$ cat src/rtl/cci_rd_port_mux.sv
// cci_rd_port_mux: N-port read-request mux onto the c0 channel with
// port-ID tagging in mdata, response routing and per-port outstanding caps.

// Per-port lane: request FIFO, outstanding-read counter, registered ready.
module cci_rd_port_lane #(
  parameter int ADDR_W          = 42,
  parameter int UM_W            = 14,
  parameter int FIFO_DEPTH_LOG2 = 3,
  parameter int MAX_OUTSTANDING = 64,
  parameter int CNT_W           = $clog2(MAX_OUTSTANDING + 1)
)(
  input  logic              clk,
  input  logic              reset_n,
  input  logic              in_valid,
  input  logic [ADDR_W-1:0] in_addr,
  input  logic [UM_W-1:0]   in_tag,
  input  logic              pop,
  input  logic              rsp_done,
  output logic              ready,
  output logic              empty,
  output logic              cnt_zero,
  output logic [ADDR_W-1:0] head_addr,
  output logic [UM_W-1:0]   head_tag
);
  localparam int DEPTH = 1 << FIFO_DEPTH_LOG2;
  localparam int LW    = FIFO_DEPTH_LOG2 + 1;

  logic [ADDR_W+UM_W-1:0]     mem [DEPTH];
  logic [FIFO_DEPTH_LOG2-1:0] wr_ptr, rd_ptr;
  logic [LW-1:0]              level, level_nxt;
  logic [CNT_W-1:0]           cnt, cnt_nxt;
  logic                       push;

  assign push      = in_valid & ready;
  assign level_nxt = level + LW'(push) - LW'(pop);
  // rsp_done is only asserted when cnt != 0, so this never wraps below zero
  assign cnt_nxt   = cnt + CNT_W'(push) - CNT_W'(rsp_done);
  assign empty     = (level == '0);
  assign cnt_zero  = (cnt == '0);
  assign head_addr = mem[rd_ptr][ADDR_W+UM_W-1:UM_W];
  assign head_tag  = mem[rd_ptr][UM_W-1:0];

  // FIFO storage; contents are don't-care until written
  always_ff @(posedge clk) begin
    if (push) mem[wr_ptr] <= {in_addr, in_tag};
  end

  // Pointers, level, counter; ready looks ahead at next-state so it is a clean flop
  always_ff @(posedge clk or negedge reset_n) begin
    if (!reset_n) begin
      wr_ptr <= '0;
      rd_ptr <= '0;
      level  <= '0;
      cnt    <= '0;
      ready  <= 1'b0;
    end else begin
      if (push) wr_ptr <= wr_ptr + 1'b1;
      if (pop)  rd_ptr <= rd_ptr + 1'b1;
      level <= level_nxt;
      cnt   <= cnt_nxt;
      ready <= (level_nxt != LW'(DEPTH)) && (cnt_nxt < CNT_W'(MAX_OUTSTANDING));
    end
  end
endmodule

module cci_rd_port_mux #(
  parameter int NUM_PORTS       = 4,
  parameter int ADDR_W          = 42,
  parameter int MDATA_W         = 16,
  parameter int DATA_W          = 512,
  parameter int FIFO_DEPTH_LOG2 = 3,
  parameter int MAX_OUTSTANDING = 64,
  localparam int PID_W          = $clog2(NUM_PORTS),
  localparam int UM_W           = MDATA_W - PID_W,
  localparam int CNT_W          = $clog2(MAX_OUTSTANDING + 1)
)(
  input  logic                        clk,
  input  logic                        reset_n,
  input  logic [NUM_PORTS-1:0]        port_rd_valid,
  output logic [NUM_PORTS-1:0]        port_rd_ready,
  input  logic [NUM_PORTS*ADDR_W-1:0] port_rd_addr,
  input  logic [NUM_PORTS*UM_W-1:0]   port_rd_mdata,
  output logic                        c0tx_valid,
  output logic [ADDR_W-1:0]           c0tx_addr,
  output logic [MDATA_W-1:0]          c0tx_mdata,
  input  logic                        c0tx_almfull,
  input  logic                        c0rx_valid,
  input  logic [MDATA_W-1:0]          c0rx_mdata,
  input  logic [DATA_W-1:0]           c0rx_data,
  output logic [NUM_PORTS-1:0]        port_rsp_valid,
  output logic [UM_W-1:0]             port_rsp_mdata,
  output logic [DATA_W-1:0]           port_rsp_data,
  output logic                        idle,
  output logic                        err_sticky
);
  logic [PID_W-1:0]                  ptr, ptr_nxt, grant, rx_id;
  logic                              grant_vld, rx_bad;
  logic [NUM_PORTS-1:0]              empty, cnt_zero, pop, rsp_hit;
  logic [NUM_PORTS-1:0][ADDR_W-1:0]  head_addr;
  logic [NUM_PORTS-1:0][UM_W-1:0]    head_tag;

  for (genvar g = 0; g < NUM_PORTS; g++) begin : g_lane
    cci_rd_port_lane #(
      .ADDR_W(ADDR_W), .UM_W(UM_W), .FIFO_DEPTH_LOG2(FIFO_DEPTH_LOG2),
      .MAX_OUTSTANDING(MAX_OUTSTANDING), .CNT_W(CNT_W)
    ) u_lane (
      .clk(clk), .reset_n(reset_n),
      .in_valid(port_rd_valid[g]),
      .in_addr(port_rd_addr[g*ADDR_W +: ADDR_W]),
      .in_tag(port_rd_mdata[g*UM_W +: UM_W]),
      .pop(pop[g]), .rsp_done(rsp_hit[g]),
      .ready(port_rd_ready[g]), .empty(empty[g]), .cnt_zero(cnt_zero[g]),
      .head_addr(head_addr[g]), .head_tag(head_tag[g])
    );
  end

  // Round-robin grant: first non-empty port at or after ptr, wrapping; nothing while almfull
  always_comb begin
    int idx;
    grant_vld = 1'b0;
    grant     = '0;
    pop       = '0;
    idx       = 0;
    for (int k = 0; k < NUM_PORTS; k++) begin
      idx = int'(ptr) + k;
      if (idx >= NUM_PORTS) idx = idx - NUM_PORTS;
      if (!grant_vld && !empty[idx] && !c0tx_almfull) begin
        grant_vld = 1'b1;
        grant     = PID_W'(idx);
      end
    end
    if (grant_vld) pop[grant] = 1'b1;
    ptr_nxt = (grant == PID_W'(NUM_PORTS - 1)) ? '0 : grant + 1'b1;
  end

  // Response decode; an ID with no matching port or nothing outstanding is an error
  always_comb begin
    rx_id = c0rx_mdata[MDATA_W-1 -: PID_W];
    for (int i = 0; i < NUM_PORTS; i++)
      rsp_hit[i] = c0rx_valid && (rx_id == PID_W'(i)) && !cnt_zero[i];
    rx_bad = c0rx_valid && (rsp_hit == '0);
  end

  // Registered c0tx issue, response routing, idle and sticky error
  always_ff @(posedge clk or negedge reset_n) begin
    if (!reset_n) begin
      ptr            <= '0;
      c0tx_valid     <= 1'b0;
      c0tx_addr      <= '0;
      c0tx_mdata     <= '0;
      port_rsp_valid <= '0;
      port_rsp_mdata <= '0;
      port_rsp_data  <= '0;
      err_sticky     <= 1'b0;
      idle           <= 1'b1;
    end else begin
      c0tx_valid <= grant_vld;
      if (grant_vld) begin
        ptr        <= ptr_nxt;
        c0tx_addr  <= head_addr[grant];
        c0tx_mdata <= {grant, head_tag[grant]};
      end
      port_rsp_valid <= rsp_hit;
      if (rsp_hit != '0) begin
        port_rsp_mdata <= c0rx_mdata[UM_W-1:0];
        port_rsp_data  <= c0rx_data;
      end
      if (rx_bad) err_sticky <= 1'b1;
      idle <= (&empty) && (&cnt_zero);
    end
  end
endmodule

$ cat config.mk
export PLATFORM = sky130hd
export DESIGN_NAME = cci_rd_port_mux
export DESIGN_NICKNAME = d
export VERILOG_FILES = /design/src/rtl/cci_rd_port_mux.sv
export SDC_FILE = /design/constraint.sdc
export NUM_CORES = 2
export LEC_CHECK = 0
export BUFFER_PORTS_ARGS = -buffer_cell sky130_fd_sc_hd__buf_2
export CORE_AREA = 2 2 529 531
export CTS_BUF_LIST = sky130_fd_sc_hd__clkbuf_4
export DETAILED_ROUTE_END_ITERATION = 6
export DIE_AREA = 0 0 531 533
export PLACE_DENSITY = 0.58
export RECOVER_POWER = 50
export SYNTH_ARGS = -nofsm -noshare
export SYNTH_HDL_FRONTEND = slang
export SYNTH_SLANG_ARGS = --single-unit
export TNS_END_PERCENT = 100
$ cat constraint.sdc
create_clock -name clk -period 8.8 [get_ports clk]
set_clock_uncertainty 0.15 [all_clocks]
set_input_delay 1.76 -clock clk [delete_from_list [all_inputs] [get_ports clk]]
set_output_delay 1.76 -clock clk [all_outputs]
set_load 0.01 [all_outputs]
-- Yosys cells after proc, flatten, opt, wreduce, memory -nomap -nowiden
Memories as Yosys holds them, arrays and structs flattened.
Index checks and enable logic that the tools add are counted.
- add/sub/neg operators: 32
- magnitude comparators: 14
- equal/unequal tests: 8
- mux-type cells: 40
- bitwise logic cells: 4
- reductions and logical operators: 47
- operators by type and width (operator ; number):
    $lt 32x4->1 const B ; 4
    $mux 32 ; 4
    $bmux 42 s2 ; 1
    $mux 42 ; 1
    $add 7x1->7 ; 4
    $bmux 14 s2 ; 1
    $logic_not 7->1 ; 4
    $lt 7x7->1 const B ; 4
    $sub 7x1->7 ; 4
    $add 3x1->3 const B ; 8
    $logic_and 1x1->1 ; 22
    $mux 1 ; 21
    $logic_not 4->1 ; 5
    $add 4x1->4 ; 4
    $ne 4x4->1 const B ; 4
    $sub 4x1->4 ; 4
    $mux 14 ; 1
    $logic_not 1->1 ; 12
    $sub 3x3->4 const B ; 3
    $mux 2 ; 5
    $ge 3x3->1 const B ; 3
    $bmux 1 s2 ; 4
    $reduce_and 4->1 ; 2
    $add 2x2->3 const B ; 2
    other kinds (13) ; 18
- flip-flop bits (word level): 665
- bits in writable memories: 1792
- input port bits: 760
- output and inout bits: 595
- logic and storage cells: 178
- memories kept: 4
- memories (name ; words ; bits a word ; read ports ; clocked after Yosys merged registers in ; write ports ; line ; RTL):
    g_lane[0].u_lane.mem ; 8 ; 56 ; 1 ; 0 ; 1 ; 28 ; logic [ADDR_W+UM_W-1:0] mem [DEPTH];
    g_lane[1].u_lane.mem ; 8 ; 56 ; 1 ; 0 ; 1 ; 28 ;
    g_lane[2].u_lane.mem ; 8 ; 56 ; 1 ; 0 ; 1 ; 28 ;
    g_lane[3].u_lane.mem ; 8 ; 56 ; 1 ; 0 ; 1 ; 28 ;

-- Depth between registers and ports, before layout
- depth after elaboration: 28
- depth in mapped cells: 19

-- Hierarchy
A second synthesis with hierarchy kept.
- cells, all modules: 5314
- area, all modules: 99784.5 µm²
- modules (own cells, without submodules) (module ; instances ; cells an instance ; area each (µm²) ; seq. area each (µm²)):
    cci_rd_port_lane (g_lane[2].u_lane ...) ; 2 ; 752 ; 17884.7 ; 13903.3
    cci_rd_port_mux ; 1 ; 2305 ; 28240.8 ; 14840.5
    cci_rd_port_lane (g_lane[0].u_lane) ; 1 ; 753 ; 17892.2 ; 13903.3
    cci_rd_port_lane (g_lane[1].u_lane) ; 1 ; 752 ; 17882.2 ; 13903.3

-- Worst setup path before layout
OpenSTA, ideal clock, no wires.
- path kind: in2reg
- from: input port port_rd_valid[1]
- to: memory g_lane[1].u_lane.mem[2][0] in the netlist's numbering, enable pin
- data arrival time: 7735 ps
- path slack: 287 ps
- stages: 2
- cell sequence: nand2_1 -> nor4b_1
- longest elaborated chain between the ends: 3
- RTL lines (item ; line ; RTL):
    from (decl) ; 79 ; input logic [NUM_PORTS-1:0] port_rd_valid,
    $and 1x1->1 ; 34 ; assign push = in_valid & ready;
    $mux 1 ; 45 ; if (push) mem[wr_ptr] <= {in_addr, in_tag};
    $mux 1 (implied by the code) ; 45 ;
    to (decl) ; 28 ;
No other way between the ends.

==> flow_summary_export.csv <==
group,metric,value,unit
grt,grt_antenna_before_repair,235,
drt,drc,0,
pwr,power.leakage,41.8,nW
setup_path,timing.critical_path.to_type,"asynchronous set/reset pin",
setup_path,setup.worst_path.class,"input pin to asynchronous set/reset pin",
placed_design,dpl-instance-area,106000,µm²
synthesis,synth_area,94500,µm²
setup_path,startpoint_type_of_the_worst_setup_path,"input pin",
cts,cts_tree,"yes",
pwr,p_seq_frac,0.425,
die,core.rowCount,194,
setup_path,rr_startpoint,"g_lane[2].u_lane.level[3]$_DFF_PN0_",
drt,antenna_violating_nets_post_route,0,
drt,wire_per_inst,38.7,µm
cts,cts_max_level,6,
setup_path,worst-path-buf-inv,2,
cts,cts.repair.resized,0,
setup_path,timing.critical_path.slowest_cell_delay,2.71,ns
finish,fill_cells,25600,
grt,globalRouteTotalUtil,0.287,
sta,final-setup-viol-count,0,
pwr,power_density,316,nW/µm²
finish,finalCoreUtilization,0.411,
die,placeableCoreArea,278000,µm²
sta,post-route-min-period,4.95,ns
die,die_x,531,µm
pwr,peak_supply_drop,0.000214,V
cts,cts.reportedPaths.clkPinSlew,0.07,ns
synthesis,syn_area_per_cell,20.6,µm²
pwr,clock_network_fraction_of_design_power,0.290,
cts,worst_skew_pair_later_pin_latency,1.54,ns
pwr,power_switching,12.7,mW
sta,max_freq,0.202,GHz
placed_design,place.detailed.hpwl,311,mm
sta,setup_repair_after_global_routing_missed_its_margin,"false",
cts,cts_sinks,2457,
pwr,power.switching_fraction,0.351,
synthesis,ys_seq_elements,2457,
setup_path,timing.critical_path.cells,"buf_8 > clkbuf_2",
sta,transition_time_at_the_pin_with_the_least_slew_margin,3.97,ns
min_path,hold_path_class,"input pin to asynchronous set/reset pin",
synthesis,postSynthCellCount,4592,
finish,num-nets-final,7280,
finish,area.growth.synth_to_final,20.8,%
cts,holdBufCountCts,0,
placed_design,place.port_buffers,1354,
drt,post_detailed_routing_wire_length,415,mm
synthesis,postSynthNetCount,5425,
cts,cts_setup_buffers,0,
synthesis,netlist.area_leader.share,0.569,
sta,tcrit_tclk_final,0.562,
drt,num_vias,56000,
cts,tritoncts_buffers,663,
status,run_status,"finished, violations left",
drt,drt_first_pass_iters,5,
pwr,logic_gate_share_of_total_power,0.285,
synthesis,synth.yosys.warnings,0,
status,violations,"max-capacitance violations, max-slew violations",
setup_path,highest_net_fanout_along_the_worst_path,143,
synthesis,asyncSetResetFlopFracSynth,0.271,
drt,detail_routed_via_count_per_cell,5.23,
die,ios,1355,
drt,first_iter_violations,5563,
pwr,total_power,36.1,mW
setup_path,cp-startpoint,"reset_n",
die,die_height,533,µm
synthesis,synth_sequential_area_ratio,0.746,
job,maxCapViolCount,17,
finish,layout-drive-gt1-share,0.476,
setup_path,timing.critical_path.slowest_stage_cell,"clkbuf_2",
grt,largest_net_degree_at_the_start_of_global_routing,149,
placed_design,placed_cells,9506,
die,die_area,283000,µm²
cts,cts_root_buf,"clkbuf_4",
sta,finalHoldViolCount,0,
synthesis,ys_dominant_reg_cell,"edfxtp_1",
finish,post_layout_nonfiller_instances,10700,
grt,grt_first_pass_wirelength,535,mm
setup_path,crit_required,9.28,ns
setup_path,timing.critical_path.depth,2,
synthesis,yosysTopAreaCell,"edfxtp_1",
synthesis,main_area_contributors_after_synthesis,"edfxtp_1 57%, dfrtp_1 18%, mux4_2 11%",
setup_path,r2r.worst_path.cells,16,
grt,grt_remaining_overflow,0,
setup_path,path_delay_family,"buffers and inverters",
setup_path,critical_path_arrival,5.42,ns
cts,cts_max_path_buffers,4,
sta,setup_tns,0,ns
die,floorplan.initialDensity,0.340,
sta,worst_slew_margin_rel,-1.65,
pwr,internal-power,23.4,mW
finish,final_area,114000,µm²
grt,vias_in_the_first_global_route,56200,
placed_design,routabilityCongestion,1.05,
synthesis,netlist-cell-type-count,59,
synthesis,synth-edff-count,1792,
sta,timing.final.max_slew_violations,655,
[synth_stat cells (all sizes together) (2+ instances only)]
| master | instances |
|---|---|
| and2 | 4 |
| xor2 | 19 |
| nor2b | 114 |
| o211ai | 2 |
| a2111oi | 56 |
| or3 | 5 |
| nand3 | 6 |
| mux2 | 534 |
| a211oi | 113 |
| o31a | 2 |
| a22oi | 4 |
| clkbuf | 124 |
| mux2i | 112 |
| a21o | 10 |
| o21bai | 4 |
| nand2 | 28 |
| nor4 | 4 |
| o21ai | 11 |
| fa | 8 |
| a21oi | 81 |
| and3 | 2 |
| xnor2 | 24 |
| nor3 | 16 |
| a221o | 56 |
| dfrtp | 664 |
| nand4 | 4 |
| nor3b | 10 |
| nor2 | 24 |
| nand2b | 8 |
| buf | 135 |
| nor4b | 6 |
| inv | 85 |
| ha | 65 |
| mux4 | 448 |
| edfxtp | 1792 |
| or3b | 3 |
[cell type report]
type / instances / area (µm²) / area share
diodes: 65 / 163 / 0.00142
clock buffers: 978 / 7340 / 0.0643
clock inverters: 172 / 1160 / 0.0101
inverters: 85 / 322 / 0.00282
multi-input cells: 1791 / 22800 / 0.200
flip-flops and latches: 2457 / 70500 / 0.617
well taps: 3724 / 4660 / 0.0408
repair buffers: 1449 / 7230 / 0.0633
[layout by cell type, fill, tap and decap left out, types with 9 or more instances in the layout]
cell type  instances
edfxtp_1        1792
a21o_1            10
nor2b_1          114
clkinv_2          11
mux4_2           448
dfrtp_1          652
clkbuf_4         978
a21oi_1           80
nand2_1           27
nor2_1            13
ha_1              65
a211oi_1         113
diode_2           65
a2111oi_0         27
clkbuf_1         241
mux2i_1          112
dfrtp_4           12
buf_2           1130
nor3_1             9
buf_4             70
xnor2_1           24
a2111oi_2         21
o21ai_0           10
mux2_2           534
clkinv_1         104
inv_6             18
bufinv_16         11
a221o_1           56
nor2_4            10
inv_1             84
xor2_1            19
[final timing paths]
check / end / slack (ns)
min in group clk: err_sticky$_DFFE_PN0P_ / 0.31
worst min-delay path: g_lane[3].u_lane.ready$_DFF_PN0_ / 0.22
worst min register to register: err_sticky$_DFFE_PN0P_ / 0.31
worst max-delay path: port_rsp_data[291]$_DFFE_PN0P_ / 3.85
max in group clk: g_lane[0].u_lane.ready$_DFF_PN0_ / 4.24
worst max register to register: g_lane[0].u_lane.ready$_DFF_PN0_ / 4.24
[per-layer routing]
metal	share of wire	GRT usage
met5	0.0012	0
met2	0.46	0.448
met4	0.053	0.128
met3	0.10	0.107
met1	0.38	0.356
[power by group through the flow]
stage	registers, mW	logic [mW]	clock network [mW]
3_5_place_dp	15.6	10.5	0
3_3_place_gp	15.5	10.4	0
4_1_cts	15.3	10.5	10.7
2_1_floorplan	15.0	5.83	0
5_1_grt	15.5	10.8	11.3
6_report	15.3	10.3	10.5
[through the flow]
step,hold slack [ns],setup WS (ns)
5_1_grt,0.163,3.23
3_3_place_gp,0.317,3.45
2_1_floorplan,0.338,0.287
4_1_cts,0.0347,4.17
3_5_place_dp,0.303,3.79
6_report,0.220,3.85
[state kept, by name (all words and copies together), names as in the netlist, 2 cells and up]
register and count:
c0tx_mdata 16, g_lane.u_lane.rd_ptr 12, ptr 2, port_rsp_data 512, g_lane.u_lane.wr_ptr 12, c0tx_addr 42
g_lane.u_lane.cnt 28, g_lane.u_lane.level 16, g_lane.u_lane.mem 1792, g_lane.u_lane.ready 4, port_rsp_mdata 14, port_rsp_valid 4
[cells by family after synthesis]
| group | after synthesis | share of synthesized area |
|---|---|---|
| buf+inv | 344 | 0.0156 |
| flops | 2457 | 0.746 |
| simple gates | 238 | 0.0148 |
| compound gates | 343 | 0.0275 |
| fa+ha+maj | 73 | 0.0103 |
| mux | 1094 | 0.182 |
| xor+xnor | 43 | 0.00399 |
Note: power is estimated with default switching activity, not from simulation.
